==> src/rtl/checker_turn_ctrl.sv <==
// Purpose : turn sequencer between board buttons and the checkers engine (cursor, pick/destination, move confirm).
// Latency : a button level seen before edge e1 takes effect at edge e3; move_done/move_timeout are registered pulses.
// Backpr. : none; button pulses arriving in SETTLE or WAIT_TURN are dropped, held buttons act once.
//
// Ports:
//   clk, rst (async, active-low)
//   btn_up/btn_down/btn_left/btn_right/btn_ok : raw button levels, asynchronous to clk
//   turn_count[7:0]  : engine move counter, watched to confirm a move
//   cursor_loc[5:0]  : cursor {x[2:0], y[2:0]}
//   select_loc[5:0]  : square presented to the engine, changes only on a confirm
//   phase            : 0 picking a piece, 1 picking a destination
//   busy             : high in SETTLE and WAIT_TURN
//   move_done        : one-cycle pulse when turn_count moves during WAIT_TURN
//   move_timeout     : one-cycle pulse when WAIT_TURN expires without a count change
//   red_turn         : red to move (even turn_count)
//
// Build option: define CHECKER_CURSOR_WRAP_EN to make cursor moves wrap modulo 8
// per axis; without it moves saturate at the board edges.

`timescale 1ns/1ps

module checker_turn_ctrl #(
  parameter int PICK_SETTLE  = 2,
  parameter int TURN_TIMEOUT = 16,
  parameter int CNT_W        = 5
) (
  input  logic       clk,
  input  logic       rst,
  input  logic       btn_up,
  input  logic       btn_down,
  input  logic       btn_left,
  input  logic       btn_right,
  input  logic       btn_ok,
  input  logic [7:0] turn_count,
  output logic [5:0] cursor_loc,
  output logic [5:0] select_loc,
  output logic       phase,
  output logic       busy,
  output logic       move_done,
  output logic       move_timeout,
  output logic       red_turn
);

  typedef enum logic [1:0] {
    ST_PICK   = 2'd0,
    ST_SETTLE = 2'd1,
    ST_DEST   = 2'd2,
    ST_WAIT   = 2'd3
  } state_t;

  localparam int B_UP    = 0;
  localparam int B_DOWN  = 1;
  localparam int B_LEFT  = 2;
  localparam int B_RIGHT = 3;
  localparam int B_OK    = 4;

  localparam logic [CNT_W-1:0] SETTLE_LAST  = CNT_W'(PICK_SETTLE - 1);
  localparam logic [CNT_W-1:0] TIMEOUT_LAST = CNT_W'(TURN_TIMEOUT - 1);

  // ------------------------------------------------------------------
  // Button conditioning: 2-flop synchronizer + rising-edge detect.
  // prev is held at 1 until the synchronizer has flushed after reset, so a
  // button held through reset reads as already pressed and needs a release.
  // ------------------------------------------------------------------
  logic [4:0] btn_raw;
  logic [4:0] sync1;
  logic [4:0] sync2;
  logic [4:0] prev;
  logic [1:0] flush;
  logic [4:0] pulse;

  assign btn_raw = {btn_ok, btn_right, btn_left, btn_down, btn_up};
  assign pulse   = sync2 & ~prev;

  always_ff @(posedge clk or negedge rst) begin
    if (!rst) begin
      sync1 <= '0;
      sync2 <= '0;
      prev  <= '1;
      flush <= '0;
    end else begin
      sync1 <= btn_raw;
      sync2 <= sync1;
      flush <= {flush[0], 1'b1};
      prev  <= flush[1] ? sync2 : '1;
    end
  end

  // ------------------------------------------------------------------
  // Per-axis step helpers
  // ------------------------------------------------------------------
  function automatic logic [2:0] step_inc(input logic [2:0] v);
`ifdef CHECKER_CURSOR_WRAP_EN
    return v + 3'd1;
`else
    return (v == 3'd7) ? v : v + 3'd1;
`endif
  endfunction

  function automatic logic [2:0] step_dec(input logic [2:0] v);
`ifdef CHECKER_CURSOR_WRAP_EN
    return v - 3'd1;
`else
    return (v == 3'd0) ? v : v - 3'd1;
`endif
  endfunction

  // ------------------------------------------------------------------
  // Turn FSM
  // ------------------------------------------------------------------
  state_t           state, state_nxt;
  logic [CNT_W-1:0] cnt, cnt_nxt;
  logic [5:0]       cursor_nxt;
  logic [5:0]       select_nxt;
  logic [7:0]       latched, latched_nxt;
  logic             done_nxt;
  logic             timeout_nxt;
  logic             move_en;

  always_ff @(posedge clk or negedge rst) begin
    if (!rst) begin
      state        <= ST_PICK;
      cnt          <= '0;
      cursor_loc   <= '0;
      select_loc   <= '0;
      latched      <= '0;
      move_done    <= 1'b0;
      move_timeout <= 1'b0;
    end else begin
      state        <= state_nxt;
      cnt          <= cnt_nxt;
      cursor_loc   <= cursor_nxt;
      select_loc   <= select_nxt;
      latched      <= latched_nxt;
      move_done    <= done_nxt;
      move_timeout <= timeout_nxt;
    end
  end

  always_comb begin
    state_nxt   = state;
    cnt_nxt     = cnt;
    cursor_nxt  = cursor_loc;
    select_nxt  = select_loc;
    latched_nxt = latched;
    done_nxt    = 1'b0;
    timeout_nxt = 1'b0;
    move_en     = 1'b0;

    case (state)
      ST_PICK: begin
        if (pulse[B_OK]) begin
          select_nxt = cursor_loc;
          cnt_nxt    = '0;
          state_nxt  = ST_SETTLE;
        end else begin
          move_en = 1'b1;
        end
      end

      ST_SETTLE: begin
        cnt_nxt = cnt + CNT_W'(1);
        if (cnt == SETTLE_LAST) begin
          state_nxt = ST_DEST;
        end
      end

      ST_DEST: begin
        if (pulse[B_OK]) begin
          // select_loc still holds the picked square here, so confirming the
          // same square again is a cancel and the engine sees no new location.
          if (cursor_loc == select_loc) begin
            state_nxt = ST_PICK;
          end else begin
            select_nxt  = cursor_loc;
            latched_nxt = turn_count;
            cnt_nxt     = '0;
            state_nxt   = ST_WAIT;
          end
        end else begin
          move_en = 1'b1;
        end
      end

      ST_WAIT: begin
        // Count change is tested first so it wins over a simultaneous expiry.
        if (turn_count != latched) begin
          done_nxt  = 1'b1;
          state_nxt = ST_PICK;
        end else if (cnt == TIMEOUT_LAST) begin
          timeout_nxt = 1'b1;
          state_nxt   = ST_PICK;
        end else begin
          cnt_nxt = cnt + CNT_W'(1);
        end
      end

      default: begin
        state_nxt = ST_PICK;
      end
    endcase

    // One axis per cycle, priority up > down > left > right.
    if (move_en) begin
      if (pulse[B_UP]) begin
        cursor_nxt[2:0] = step_inc(cursor_loc[2:0]);
      end else if (pulse[B_DOWN]) begin
        cursor_nxt[2:0] = step_dec(cursor_loc[2:0]);
      end else if (pulse[B_LEFT]) begin
        cursor_nxt[5:3] = step_dec(cursor_loc[5:3]);
      end else if (pulse[B_RIGHT]) begin
        cursor_nxt[5:3] = step_inc(cursor_loc[5:3]);
      end
    end
  end

  assign phase    = (state == ST_DEST) || (state == ST_WAIT);
  assign busy     = (state == ST_SETTLE) || (state == ST_WAIT);
  assign red_turn = ~turn_count[0];

endmodule

==> config.mk <==
export PLATFORM = sky130hd
export DESIGN_NAME = checker_turn_ctrl
export DESIGN_NICKNAME = d
export VERILOG_FILES = /design/src/rtl/checker_turn_ctrl.sv
export SDC_FILE = /design/constraint.sdc
export NUM_CORES = 1
export LEC_CHECK = 0
export BUFFER_PORTS_ARGS = -buffer_cell sky130_fd_sc_hd__buf_2
export CELL_PAD_IN_SITES_DETAIL_PLACEMENT = 1
export CELL_PAD_IN_SITES_GLOBAL_PLACEMENT = 2
export CORE_UTILIZATION = 40
export CTS_BUF_LIST = sky130_fd_sc_hd__clkbuf_16
export DETAILED_ROUTE_END_ITERATION = 8
export HOLD_SLACK_MARGIN = 0.08
export PLACE_DENSITY = 0.91
export SYNTH_ARGS = -nofsm -noshare
export SYNTH_HDL_FRONTEND = slang
export SYNTH_SLANG_ARGS = --single-unit
==> constraint.sdc <==
create_clock -name clk -period 3.9 [get_ports clk]
set_input_delay 0.78 -clock clk [delete_from_list [all_inputs] [get_ports clk]]
set_output_delay 0.78 -clock clk [all_outputs]
set_load 0.02 [all_outputs]
; After elaboration in Yosys (flattened, before gate mapping)
; Index checks and enable logic that the tools add are counted.
[op_classes]
n_addsub = 5
n_eq_ne = 20
n_mux = 33
n_bitwise = 6
reduce_logical = 15
[ops]
columns = operator, n
row1 = $mux W5, 6
row2 = $mux W3, 8
row3 = $ne A2 B2 Y1 const B, 10
row4 = $pmux W5 S4, 1
row5 = $mux W6, 3
row6 = $mux W2, 6
row7 = $pmux W6 S2, 1
row8 = $reduce_and A4 Y1, 3
row9 = $ne A8 B8 Y1, 1
row10 = $pmux W2 S4, 1
row11 = $mux W1, 7
row12 = $add A3 B1 Y3 const B, 2
row13 = $eq A3 B3 Y1 const B, 2
row14 = $eq A6 B6 Y1, 1
row15 = $logic_not A3 Y1, 2
row16 = $reduce_and A6 Y1, 1
row17 = $reduce_bool A2 Y1, 3
row18 = $sub A3 B1 Y3 const B, 2
row19 = $add A5 B1 Y5 const B, 1
row20 = $and A5 B5 Y5, 1
row21 = $eq A5 B1 Y1 const B, 1
row22 = $eq A5 B4 Y1 const B, 1
row23 = $not A5 Y5, 1
row24 = $reduce_and A5 Y1, 1
row25 = other kinds (8), 13
[totals]
register_bits = 46
inputBits = 15

; Logic depth before layout (Yosys ltp)
[logic_depth]
depth_word = 5
mapped_depth = 7

; Least setup slack after synthesis
; OpenSTA, ideal clock, no wires.
[synth_timing]
path_kind = in2reg
from = in turn_count[7]
to = reg cnt[3]
setup_time_ns = 0.124
arrival_time_ns = 1.989
required_ns = 3.776
setup_slack_ns = 1.787
stages = 5
n_path_buf = 0
cell_sequence = xor2_1 -> nor4_4 -> a21oi_2 -> a311o_4 -> a211o_1
[synth_via]
elab_chain_cells = 3
[synth_rtl]
columns = item, line
row1 = "start, declared", 34  ; input logic [7:0] turn_count,
row2 = $ne A8 B8 Y1, 187  ; if (turn_count != latched) begin
row3 = $ne A2 B2 Y1 (no line), n/a
row4 = $reduce_and A5 Y1 (no line), n/a
row5 = "end signal, assigned", 131  ; cnt <= cnt_nxt;
row6 = "end, declared", 112  ; logic [CNT_W-1:0] cnt, cnt_nxt;
; No other way between the ends.
; A chain may end at the register's enable or synchronous reset.

; Final worst setup path
[layout_timing]
from = reg cnt[0]
to = reg cnt[3]
[layout_via]
elab_chain_cells = 4
word_cells_on_any_way = 7
[layout_rtl]
columns = item, line
row1 = $add A5 B1 Y5, "162, 194"
row2 = $mux W5, 190  ; end else if (cnt == TIMEOUT_LAST) begin
row3 = $mux W5, 187
row4 = $pmux W5 S4, 150  ; case (state)
; Parallel ways exist; a longest one is shown, timed or not. The select of a mux whose other input is x is not followed.

==> flow_metrics.py <==
metrics = {
    "drt": {
        "drt_iter0_markers": 84,
        "avgRoutedWirePerCell_um": 15.94,
        "drc_errors": 0,
        "num_vias": 1352,
        "antenna_left": 0,
        "firstDrtPassIters": 2,
        "via_per_inst": 5.121,
        "finalWirelength_um": 4207,
    },
    "timing": {
        "hold_violations": 0,
        "worst_hold_slack_ns": 0.3514,
        "setup_slack_ns": 1.590,
        "worst_pin_slew_ns": 0.9830,
        "max_slew_margin_pct": 34.46,
        "slew_violations": 0,
        "period_needed_ns": 2.310,
        "finalCritPeriodShare_pct": 59.24,
        "finClkSkew_ns": 0.004460,
        "rsz0062_at_grt": "no",
        "finalSetupViolCount": 0,
        "fmax_mhz": 432.8,
        "setup-tns-final_ns": 0,
    },
    "die": {
        "die-area_mm2": 0.005497,
        "initial_core_util_pct": 42.67,
        "coreArea_mm2": 0.004880,
        "rows": 25,
        "ioPinCount": 32,
        "die_height_um": 74.15,
        "die_w_um": 74.15,
    },
    "critical_path": {
        "crit_required_ns": 4.07,
        "crit_path_start_kind": "flop",
        "r2r_cells": 7,
        "critPathCaptureType": "flop",
        "r2r-end": "cnt[3]$_DFFE_PN0P_",
        "critical_path_arrival_ns": 2.48,
        "worstSetupPathType": "flop to flop",
        "startpoint": "cnt[0]$_DFFE_PN0P_",
        "worstPathMaxFanout": 5,
        "r2r-start": "cnt[0]$_DFFE_PN0P_",
        "reg2reg_slack_ns": 1.59,
    },
    "synthesis": {
        "synth_top_area_cell": "dfrtp_1",
        "synth-seq-area-share_pct": 55.59,
        "yosysMostFrequentCell": "dfrtp_1",
        "async_reset_ff_share_pct": 100.0,
        "yosysWarnings": 0,
        "synth_seq_cells": 46,
        "syn_nets": 184,
        "synth_top_cell_area_share_pct": 49.28,
        "synth_cell_type_count": 37,
        "synth-edff-count": 0,
        "synth_commonest_cells": "41 x dfrtp_1, 16 x xor2_1, 11 x mux2_2, 11 x nand2b_1, 9 x nand2_1",
        "synth_ff_type": "dfrtp_1",
        "avgSynthCellArea_um2": 12.70,
        "syn-instance-count": 164,
        "syn_area_mm2": 0.002082,
        "ys_top_cells_by_area": "dfrtp_1 49%, xor2_1 6.7%, dfstp_2 6.3%, mux2_2 5.9%, nand2b_1 3.3%",
    },
    "layout": {
        "areaGrowthSynthToFinish_pct": 17.61,
        "fillers": 539,
        "final_nets": 216,
        "antenna_cells": 0,
        "drive_gt1_share_pct": 31.47,
        "design_area_mm2": 0.002449,
    },
    "clock_network": {
        "holdBufCountCts": 0,
        "clockBufferDepth": 2,
        "cts_setup_buffers": 0,
        "htree_levels": 2,
        "root_buffer": "clkbuf_16",
        "cts_made_buffers": 5,
        "clkTransAtPathRegs_ns": 0.06,
        "clk_latency_ns": 0.29,
        "tritoncts": "done",
        "cts.sink_count": 46,
        "cts-resized-gates": 0,
    },
    "power": {
        "leakagePower_nw": 1.121,
        "worst_ir_drop_vdd_mv": 0.3060,
        "power_mw": 1.830,
        "power.density_mw_per_mm2": 747.3,
    },
    "hold_path": {
        "worstHoldEndpoint": "sync2[3]$_DFF_PN0_",
        "hold_start": "sync1[3]$_DFF_PN0_",
        "min_path_type": "flop to flop",
        "hold_depth": 0,
    },
    "place": {
        "post_dp_cell_area_mm2": 0.002298,
        "place_congestion": 0.6977,
        "hpwl_um": 3168,
        "port_buffers": 31,
        "dpl_worst_slack_ns": 1.583,
    },
    "global_routing": {
        "grt_max_degree": 47,
        "grt_use_total_pct": 17.34,
        "grt_pass1_wl_um": 6927,
        "overflow": 0,
        "grt_pass1_vias": 1495,
        "antenna_found_initial": 0,
    },
    "status": {
        "status": "complete, no violations",
    },
    "flow_run": {
        "cap_violations": 0,
    },
}
## cells in the final DEF (no fill, tap or decap), types with 2 or more instances in the layout
master     synthesis  layout
a211o_1            2       2
a21o_1             2       2
and3_1             2       2
buf_2              0      31
clkbuf_16          0       5
dfrtp_1           41      41
dfstp_2            5       5
fa_1               2       2
ha_1               3       3
inv_1              5       5
mux2_1             4       4
mux2_2            11      11
mux2i_1            2       2
nand2_1            9       9
nand2b_1          11      11
nand3_1            4       4
nand3b_1           2       2
nand4b_1           3       3
nor2_1             8       8
nor2b_1            2       2
nor4_4             2       2
nor4b_1            2       2
o21ai_0            3       3
xnor2_1            4       4
xor2_1            16      16
## power by group
group | internal, mW | switching, mW | leakage (nW) | total (mW)
Sequential | 0.616 | 0.183 | 0.553 | 0.799
Clock | 0.241 | 0.182 | 0.0704 | 0.423
Combinational | 0.271 | 0.337 | 0.497 | 0.608
Total | 1.13 | 0.702 | 1.12 | 1.83
## flip-flops by register name, summed over array words and instances (netlist names)
| name | cells |
|---|---|
| latched | 8 |
| cursor_loc | 6 |
| select_loc | 6 |
| cnt | 5 |
| prev | 5 |
| sync1 | 5 |
| sync2 | 5 |
| flush | 2 |
| state | 2 |
| move_done | 1 |
| move_timeout | 1 |
## kinds of logic after synthesis
kind of cell,count (synthesis),share of synthesized area [%]
AND/OR/NAND/NOR,50,15.44
other,1,0.1801
buffers and inverters,11,1.983
flip-flops,46,55.59
adder cells (fa/ha/maj),5,3.726
multiplexers,17,9.074
AO/OA/AOI/OAI,14,5.589
XOR/XNOR,20,8.413
## critical path: stages, from the launching register on
cell     delay (ns)
dfrtp_1        0.43
ha_1           0.26
and3_1         0.20
ha_1           0.22
nand3_1        0.16
o21ai_0        0.18
a311o_4        0.46
a211o_1        0.29
## area by class of cell
class	count	area, um^2	share of cell area [%]
inverter	5	18.77	0.7665
clock buffer	5	125.1	5.110
timing repair buffer	31	155.1	6.336
multi-input combinational	107	883.3	36.08
sequential	46	1157	47.27
tap	67	83.83	3.424
clock inverter	3	25.02	1.022
## how the worst max path moves through the flow
stage / to / depth (start not counted) / slack (ns)
2_1_floorplan: cnt[3]$_DFFE_PN0P_ / 5 / 1.79
3_3_place_gp: cnt[3]$_DFFE_PN0P_ / 6 / 1.62
3_5_place_dp: cnt[3]$_DFFE_PN0P_ / 6 / 1.58
4_1_cts: cnt[3]$_DFFE_PN0P_ / 7 / 1.60
5_1_grt: cnt[3]$_DFFE_PN0P_ / 7 / 1.47
6_report: cnt[3]$_DFFE_PN0P_ / 7 / 1.59
## metal layers
metal  up-vias  global-route usage (%)  wire, um
li1        616                       -         -
met1       701                   19.68      1662
met2        25                   31.31      2302
met3        10                   3.794       134
met4         0                   7.479       107
met5         -                       0         0
## metrics by stage
stage / instances / utilization [%]
floorplan: 164 / -
detailed placement: 256 / 47.10
global route: 264 / 50.18
global placement: 256 / 47.10
CTS: 264 / 50.18
finish: 264 / 50.18
Power figures use the tool's default switching activity.
